File: config.mk
export PLATFORM = sky130hd
export DESIGN_NAME = wishbone_slave_mem
export DESIGN_NICKNAME = d
export VERILOG_FILES = /design/src/rtl/wishbone_slave_mem.sv
export SDC_FILE = /design/constraint.sdc
export NUM_CORES = 2
export LEC_CHECK = 0
export CORE_MARGIN = 1.5
export CORE_UTILIZATION = 47
export DETAILED_ROUTE_END_ITERATION = 10
export PLACE_DENSITY = 0.61
export SYNTH_ARGS = -nofsm -noshare
export SYNTH_HDL_FRONTEND = slang
export SYNTH_SLANG_ARGS = --single-unit
File: constraint.sdc
create_clock -name CLK_I -period 85.1 [get_ports CLK_I]
set_input_delay 17.02 -clock CLK_I [delete_from_list [all_inputs] [get_ports CLK_I]]
set_output_delay 17.02 -clock CLK_I [all_outputs]
set_load 0.005 [all_outputs]
File: src/rtl/wishbone_slave_mem.sv
// -----------------------------------------------------------------------------
// wishbone_slave_mem
//   Wishbone B4 slave with a word-organised memory.
//
//   Every beat gets exactly one termination: RTY_O when the slave is busy, ERR_O
//   for an out-of-range or misaligned address, and ACK_O otherwise. A new bus
//   cycle first waits WAIT_CYC clocks. After that, incrementing or
//   constant-address bursts are acknowledged back-to-back. The memory and the
//   beat counters clear asynchronously on RST_I.
//
// Ports
//   CLK_I   : clock
//   RST_I   : asynchronous reset, active-high
//   ADR_I   : byte address; word index = (ADR_I - BASE_ADDR) >> 2
//   DAT_I   : write data
//   DAT_O   : read data; valid only in a read ACK_O cycle, zero otherwise
//   SEL_I   : byte lane enables for writes
//   WE_I    : 1 = write, 0 = read
//   STB_I   : strobe
//   CYC_I   : bus cycle
//   CTI_I   : cycle type (001 const burst, 010 incr burst, other = end/classic)
//   BTE_I   : burst type extension, not used by this slave
//   ACK_O   : normal termination
//   ERR_O   : error termination
//   RTY_O   : retry termination
//   busy_i  : slave busy, forces RTY_O
//   ack_cnt : running count of ACK_O beats (wraps)
//   err_cnt : running count of ERR_O beats (wraps)
// -----------------------------------------------------------------------------
module wishbone_slave_mem #(
  parameter int unsigned          WB_ADDR_W = 32,
  parameter int unsigned          WB_DATA_W = 32,
  parameter int unsigned          MEM_DEPTH = 64,
  parameter logic [WB_ADDR_W-1:0] BASE_ADDR = {WB_ADDR_W{1'b0}},
  parameter int unsigned          WAIT_CYC  = 1
) (
  input  logic                   CLK_I,
  input  logic                   RST_I,
  input  logic [WB_ADDR_W-1:0]   ADR_I,
  input  logic [WB_DATA_W-1:0]   DAT_I,
  output logic [WB_DATA_W-1:0]   DAT_O,
  input  logic [WB_DATA_W/8-1:0] SEL_I,
  input  logic                   WE_I,
  input  logic                   STB_I,
  input  logic                   CYC_I,
  input  logic [2:0]             CTI_I,
  input  logic [1:0]             BTE_I,
  output logic                   ACK_O,
  output logic                   ERR_O,
  output logic                   RTY_O,
  input  logic                   busy_i,
  output logic [15:0]            ack_cnt,
  output logic [15:0]            err_cnt
);

  localparam int unsigned SEL_W = WB_DATA_W / 8;
  localparam int unsigned IDX_W = (MEM_DEPTH > 1) ? $clog2(MEM_DEPTH) : 1;

  // Memory span in bytes. It is one bit wider than the address, so the top of
  // the span cannot overflow.
  localparam logic [WB_ADDR_W:0] MEM_BYTES = (WB_ADDR_W + 1)'(MEM_DEPTH * 4);

  // Value loaded into the wait counter on leaving IDLE. The counter counts
  // down to zero, so it holds the number of WAIT cycles minus one.
  localparam bit       HAS_WAIT  = (WAIT_CYC != 32'd0);
  localparam logic [3:0] WAIT_LOAD = HAS_WAIT ? 4'(WAIT_CYC - 32'd1) : 4'd0;

  typedef enum logic [1:0] {
    IDLE = 2'd0,
    WAIT = 2'd1,
    RESP = 2'd2
  } state_t;

  state_t               state_r;
  state_t               state_nxt_s;
  logic [3:0]           wait_r;
  logic [3:0]           wait_nxt_s;

  logic [WB_DATA_W-1:0] mem_r [MEM_DEPTH];

  logic                 req_s;
  logic                 burst_s;
  logic [WB_ADDR_W:0]   offset_s;
  logic                 in_range_s;
  logic                 aligned_s;
  logic                 addr_ok_s;
  logic [IDX_W-1:0]     index_s;
  logic                 ack_s;
  logic                 err_s;
  logic                 rty_s;
  logic [15:0]          ack_cnt_r;
  logic [15:0]          err_cnt_r;

  // BTE_I is informational only. It is folded here so that it is still
  // consumed.
  logic                 unused_s;
  assign unused_s = ^BTE_I;

  assign req_s = CYC_I & STB_I;

  // Only constant and incrementing bursts keep the FSM in RESP. Values 011..110
  // behave like a classic cycle.
  assign burst_s = (CTI_I == 3'b001) || (CTI_I == 3'b010);

  // Address decode. The subtraction is one bit wider than the address. The
  // borrow bit flags addresses below BASE_ADDR.
  assign offset_s   = {1'b0, ADR_I} - {1'b0, BASE_ADDR};
  assign in_range_s = ~offset_s[WB_ADDR_W] & (offset_s < MEM_BYTES);
  assign aligned_s  = (ADR_I[1:0] == 2'b00);
  assign addr_ok_s  = in_range_s & aligned_s;
  assign index_s    = offset_s[IDX_W+1:2];

  // State register and wait counter.
  always_ff @(posedge CLK_I or posedge RST_I) begin
    if (RST_I) begin
      state_r <= IDLE;
      wait_r  <= 4'd0;
    end else begin
      state_r <= state_nxt_s;
      wait_r  <= wait_nxt_s;
    end
  end

  // Next-state logic and wait-counter update.
  always_comb begin
    state_nxt_s = state_r;
    wait_nxt_s  = wait_r;
    case (state_r)
      IDLE: begin
        if (req_s) begin
          if (HAS_WAIT) begin
            state_nxt_s = WAIT;
            wait_nxt_s  = WAIT_LOAD;
          end else begin
            state_nxt_s = RESP;
            wait_nxt_s  = 4'd0;
          end
        end else begin
          state_nxt_s = IDLE;
          wait_nxt_s  = 4'd0;
        end
      end
      WAIT: begin
        if (!req_s) begin
          state_nxt_s = IDLE;
          wait_nxt_s  = 4'd0;
        end else if (wait_r == 4'd0) begin
          state_nxt_s = RESP;
          wait_nxt_s  = 4'd0;
        end else begin
          state_nxt_s = WAIT;
          wait_nxt_s  = wait_r - 4'd1;
        end
      end
      RESP: begin
        wait_nxt_s = 4'd0;
        if (!req_s) begin
          state_nxt_s = IDLE;
        end else if (ack_s && burst_s) begin
          state_nxt_s = RESP;
        end else begin
          // Classic or end-of-burst ACK, or any ERR/RTY, ends the bus cycle.
          state_nxt_s = IDLE;
        end
      end
      default: begin
        state_nxt_s = IDLE;
        wait_nxt_s  = 4'd0;
      end
    endcase
  end

  // Beat termination: busy has priority over address errors, which have
  // priority over ACK.
  always_comb begin
    ack_s = 1'b0;
    err_s = 1'b0;
    rty_s = 1'b0;
    if ((state_r == RESP) && req_s) begin
      if (busy_i) begin
        rty_s = 1'b1;
      end else if (!addr_ok_s) begin
        err_s = 1'b1;
      end else begin
        ack_s = 1'b1;
      end
    end else begin
      ack_s = 1'b0;
      err_s = 1'b0;
      rty_s = 1'b0;
    end
  end

  // Read data is presented only alongside a read ACK.
  always_comb begin
    DAT_O = {WB_DATA_W{1'b0}};
    if (ack_s && !WE_I) begin
      DAT_O = mem_r[index_s];
    end else begin
      DAT_O = {WB_DATA_W{1'b0}};
    end
  end

  assign ACK_O = ack_s;
  assign ERR_O = err_s;
  assign RTY_O = rty_s;

  // Memory array. Only acknowledged writes update it, one byte lane at a time.
  always_ff @(posedge CLK_I or posedge RST_I) begin
    if (RST_I) begin
      for (int i = 0; i < int'(MEM_DEPTH); i++) begin
        mem_r[i] <= {WB_DATA_W{1'b0}};
      end
    end else if (ack_s && WE_I) begin
      for (int b = 0; b < int'(SEL_W); b++) begin
        if (SEL_I[b]) begin
          mem_r[index_s][8*b +: 8] <= DAT_I[8*b +: 8];
        end
      end
    end
  end

  // Beat counters. They wrap naturally at 16 bits.
  always_ff @(posedge CLK_I or posedge RST_I) begin
    if (RST_I) begin
      ack_cnt_r <= 16'd0;
      err_cnt_r <= 16'd0;
    end else begin
      if (ack_s) begin
        ack_cnt_r <= ack_cnt_r + 16'd1;
      end
      if (err_s) begin
        err_cnt_r <= err_cnt_r + 16'd1;
      end
    end
  end

  assign ack_cnt = ack_cnt_r;
  assign err_cnt = err_cnt_r;

endmodule

After elaboration in Yosys (flattened, before gate mapping)
Cells that the tools add are included.
W data, S select, Z words.
Operators by class
  add/sub/neg operators: 3
  muxes and demuxes: 40
  $lt $le $gt $ge: 3
  equal/unequal tests: 4
  bitwise operators: 3
  reductions and logical operators: 10
Operators by type and width (count)
  $mux W2048: 7
  $bwmux W2048: 4
  $demux W32 S6: 4
  $bmux W32 S6: 1
  $mux W32: 4
  $add A16 B1 Y16 const B: 2
  $lt A32 B9 Y1 const B: 1
  $mux W24: 1
  $mux W16: 1
  $mux W4: 3
  $mux W1: 9
  $mux W2: 4
  $mux W8: 1
  $ge A7 B7 Y1 const B: 1
  $lt A7 B1 Y1 const B: 1
  $not A6 Y7: 1
  $pmux W2 S3: 1
  $logic_and A1 B1 Y1: 5
  $logic_not A2 Y1: 2
  $logic_not A4 Y1: 1
  $sub A4 B1 Y4 const B: 1
  $eq A3 B1 Y1 const B: 1
  $eq A3 B2 Y1 const B: 1
  $and A1 B1 Y1: 2
  other kinds (4): 4
Word-level totals
  bits in registers: 2086
  output and inout port bits: 67
  word-level logic and storage cells: 131
  bits of input ports: 79

Logic depth before layout (Yosys ltp)
  depth in word-level cells: 16
  gate-level depth with buffers: 11
  depth with buffers taken out: 6

Least setup slack after synthesis
Ideal clock, no wire load.
  path type: in2out
  from: input ADR_I[3]
  to: output DAT_O[25]
  path buffers: 4
  required time: 68.080 ns
  slack: 49.240 ns
  arrival time: 18.840 ns
  stages on the path: 9
  cells stage by stage: buf_2 > buf_4 > buf_2 > buf_2 > o221ai_1 > o21ai_0 > a21oi_1 > a2111o_1 > a2111oi_1
Between the ends
  word-level cells in the longest chain between the ends: 7
  elaborated cells on any way between the ends: 11
  those cells by class: 1 x order compare; 7 x mux; 2 x bitwise; 1 x reduce/logical
RTL lines
  start, declared: line 39  | input logic [WB_ADDR_W-1:0] ADR_I,
  $lt A32 B9 Y1: line 108  | assign in_range_s = ~offset_s[WB_ADDR_W] & (offset_s < MEM_BYTES);
  $and A1 B1 Y1: line 110  | assign addr_ok_s = in_range_s & aligned_s;
  $mux W1: line 182  | end else if (!addr_ok_s) begin
  $mux W1: line 180  | if (busy_i) begin
  $mux W1: line 179  | if ((state_r == RESP) && req_s) begin
  $logic_and A1 B1 Y1: line 197  | if (ack_s && !WE_I) begin
  $mux W32 *: line 197
  end, declared: line 41  | output logic [WB_DATA_W-1:0] DAT_O,
Mark *: on every way between the ends. The rest lies on a longest branch, timed or not. The select of a mux whose other input is x is not followed.

Worst setup path in the final report
  from: input ADR_I[2]
  to: output DAT_O[28]
The elaborated chain is that of the path after synthesis.

==> results.py <==
metrics = {
    "setup_path": {
        "path_class": "in -> out",
        "required_ps": 68080,
        "r2r-start": "state_r[0]",
        "rr_endpoint": "mem_r[817]",
        "cp_slowest_stage_delay_ps": 710,
        "r2r_slack_ps": 80980,
        "crit_top_cell": "buf_4",
        "r2r_cells": 8,
        "critPathLaunchType": "input pin",
        "crit_chain": "buf_8 > buf_12 > buf_4 > buf_4 > buf_4 > mux4_2 > nand2_1 > a32oi_1 > nand3_1 > a211o_1 > a2111oi_1 > clkdlybuf4s50_1",
        "end_kind": "primary output",
        "worstPathMaxFanout": 71,
        "critical-path-slowest-cell": "a2111oi_1",
        "critPathArrivalTime_ps": 22770,
    },
    "cts": {
        "clock_latency_ps": 890,
        "clkTransAtPathRegs_ps": 50,
        "cts-hold-fix-buffers": 0,
        "ctsRootBufferMaster": "clkbuf_16",
        "htree_num_levels": 4,
        "ctsResizeCount": 0,
        "cts_made_buffers": 219,
        "cts_buffer_depth": 3,
        "clkSinkCount": 2086,
        "cts_tree": "done",
        "postCtsSetupBuffers": 0,
    },
    "logic_synthesis": {
        "syn_inst": 6955,
        "ys_warn_count": 0,
        "synth_edf_count": 0,
        "synth_seq_cells": 2086,
        "synth_ff_type": "dfrtp_1",
        "ys_seq_area_share_pct": 54.2,
        "synthesis.area_sq_um": 96300,
        "async_reset_ff_share_pct": 100,
        "syn_avg_cell_area_sq_um": 13.8,
        "ys_types": 81,
        "syn-num-nets": 7038,
    },
    "detailed_routing": {
        "first_pass_iters": 5,
        "drc": 0,
        "avgViaCountPerCell": 6.33,
        "antenna_left": 0,
        "totalWireLength_mm": 315,
        "wl_per_cell_microns": 32.1,
        "vias": 62000,
        "drtIter0Drc": 5382,
    },
    "sta": {
        "finalCriticalPeriod_ps": 39790,
        "fmax_mhz": 25.1,
        "finalSetupTns_ps": 0,
        "fin_worst_skew_ps": 35.2,
        "fin_crit_sh_pct": 46.8,
        "setup_viol": 0,
        "hold_violations": 0,
        "relSlewSlack_pct": 11.5,
        "slew_violations": 0,
        "tightest_slew_ps": 1330,
        "rsz0062_at_grt": "no",
        "final_critical_path_setup_slack_ps": 45310,
    },
    "place": {
        "port_buffers": 143,
        "routabilityCongestion": 0.854,
        "hpwl_mm": 193,
        "pre_cts_slack_ps": 45310,
    },
    "min_path": {
        "worstHoldStart": "wait_r[0]",
        "hold_class": "reg -> reg",
        "min_to": "wait_r[0]",
        "hold_depth": 1,
    },
    "floorplan": {
        "io_pins": 146,
        "dieArea_sq_um": 208000,
        "start_util_pct": 47.4,
        "coreArea_sq_um": 203000,
        "die_x_microns": 456,
        "fp-row-count": 165,
        "die_y_microns": 456,
    },
    "power_and_ir_drop": {
        "p_leak_nw": 55.2,
        "switching_power_mw": 0.510,
        "p_comb_share_pct": 5.9,
        "p_int_mw": 1.61,
        "p_total_mw": 2.12,
        "p_per_area_nw_per_um2": 19.7,
        "switching_share_pct": 24.1,
        "seqPwrFrac_pct": 46.9,
        "vdd_ir_drop_max_mv": 0.0247,
        "pwr-share-clk_pct": 47.2,
    },
    "finish": {
        "layout-area-overhead-vs-synth_pct": 11.5,
        "n_fill_cell": 16900,
        "nets": 7013,
        "layout_commonest_cell": "dfrtp_1",
        "layout-drive-gt1-share_pct": 18.1,
        "layout_common_cells": "dfrtp_1, mux2_1, o22ai_1",
        "utilization_pct": 52.9,
    },
    "global_route": {
        "grt_max_degree": 159,
        "grt_pass1_vias": 63500,
        "grt_antenna_before_repair": 11,
        "track_usage_pct": 30.2,
        "grt_pass1_wl_mm": 460,
        "grt_overflow": 0,
    },
    "status": {
        "outcome": "complete, no violations",
    },
    "flow_run": {
        "drv_cap": 0,
    },
}
[synthesized netlist by cell type, types with 5 or more instances]
cell type  instances  area (sq um)
dfrtp_1         2086         52200
mux2_1          2022         22800
o22ai_1          339          2120
clkbuf_1         280          1050
mux2_2           275          3100
nand2_2          197          1230
nor2_1           179           672
o221ai_1         178          1560
mux2i_1          153          1530
nand2_1          149           559
buf_2            124           621
mux4_2           122          2750
a21oi_1          110           551
o21ai_0           95           475
buf_1             61           229
a22oi_1           59           443
buf_4             49           368
a221oi_1          48           420
nand2_4           44           495
a2bb2oi_1         40           350
buf_6             30           338
nand3_1           28           140
xnor2_1           24           210
a211oi_1          20           150
nor4_1            20           125
and3_1            15          93.8
nand2b_1          12          75.1
nor2_2            12          75.1
buf_8             10           150
nor2b_1           10          62.6
nor3_1            10          50.1
o22a_1            10          87.6
inv_1              9          33.8
xor2_1             9          78.8
a221o_1            8          80.1
o211ai_1           8          60.1
a22o_1             7          61.3
and2_1             7          43.8
a222oi_1           5          50.1
nand4_1            5          31.3
o31ai_1            5          37.5
[layer usage]
metal	global-route usage, %	vias up	share of wire [%]
met2	45.7	2184	45
li1	-	25800	-
met4	15.5	10	5.8
met3	6.10	627	7.2
met1	41.1	33400	42
met5	0	-	0.022
[layout make-up]
cell class | count | area (sq um) | share of cell area, %
repair buffers | 308 | 2630 | 2.45
inverters | 12 | 67.6 | 0.0630
well taps | 2672 | 3340 | 3.12
multi-input cells | 4303 | 41500 | 38.7
flip-flops and latches | 2086 | 52200 | 48.6
diodes | 3 | 7.51 | 0.00700
clock buffers | 346 | 6700 | 6.24
clock inverters | 65 | 855 | 0.796
[sequential cells by signal, summed over array words and instances (netlist names)]
name	count
wait_r	4
err_cnt	16
state_r	2
mem_r	2048
ack_cnt	16
[power groups by stage]
stage	clock network (mW)	logic, mW	registers (mW)
2_1_floorplan	0	0.0718	1.01
3_3_place_gp	0	0.123	1.01
3_5_place_dp	0	0.125	1.01
4_1_cts	1.01	0.125	0.992
5_1_grt	1.05	0.132	0.992
6_report	0.999	0.125	0.992
[logic make-up after synthesis]
kind of cell / count (synthesis) / synth area share, %
xor gates and xnor gates: 33 / 0.300
AOI/OAI and AO/OA: 979 / 7.15
and+or+nand+nor: 715 / 4.05
DFF: 2086 / 54.2
muxes: 2572 / 31.3
adders and majority gates: 4 / 0.0520
buffers and inverters: 566 / 2.91
[stage by stage]
stage	area, sq um	instances	hold slack [ps]
5_1_grt	107000	9793	475
3_5_place_dp	99700	9381	449
3_3_place_gp	99700	9381	439
4_1_cts	107000	9792	456
2_1_floorplan	96300	6955	425
6_report	107000	9795	454
[critical path, delay by kind of cell]
family	cells	cell delay (ps)
AOI/OAI and AO/OA	3	1570
buffers and inverters	6	3270
muxes	1	320
and+or+nand+nor	2	240
[worst max-delay path by stage]
stage	startpoint	end	slack, ps
after floorplan	RST_I	ack_cnt[0]	9150
after global placement	ADR_I[2]	DAT_O[28]	45310
after detailed placement	ADR_I[2]	DAT_O[28]	45310
after CTS	ADR_I[2]	DAT_O[28]	45330
after global routing	ADR_I[2]	DAT_O[28]	45120
final	ADR_I[2]	DAT_O[28]	45310
Power figures use the tool's default switching activity.
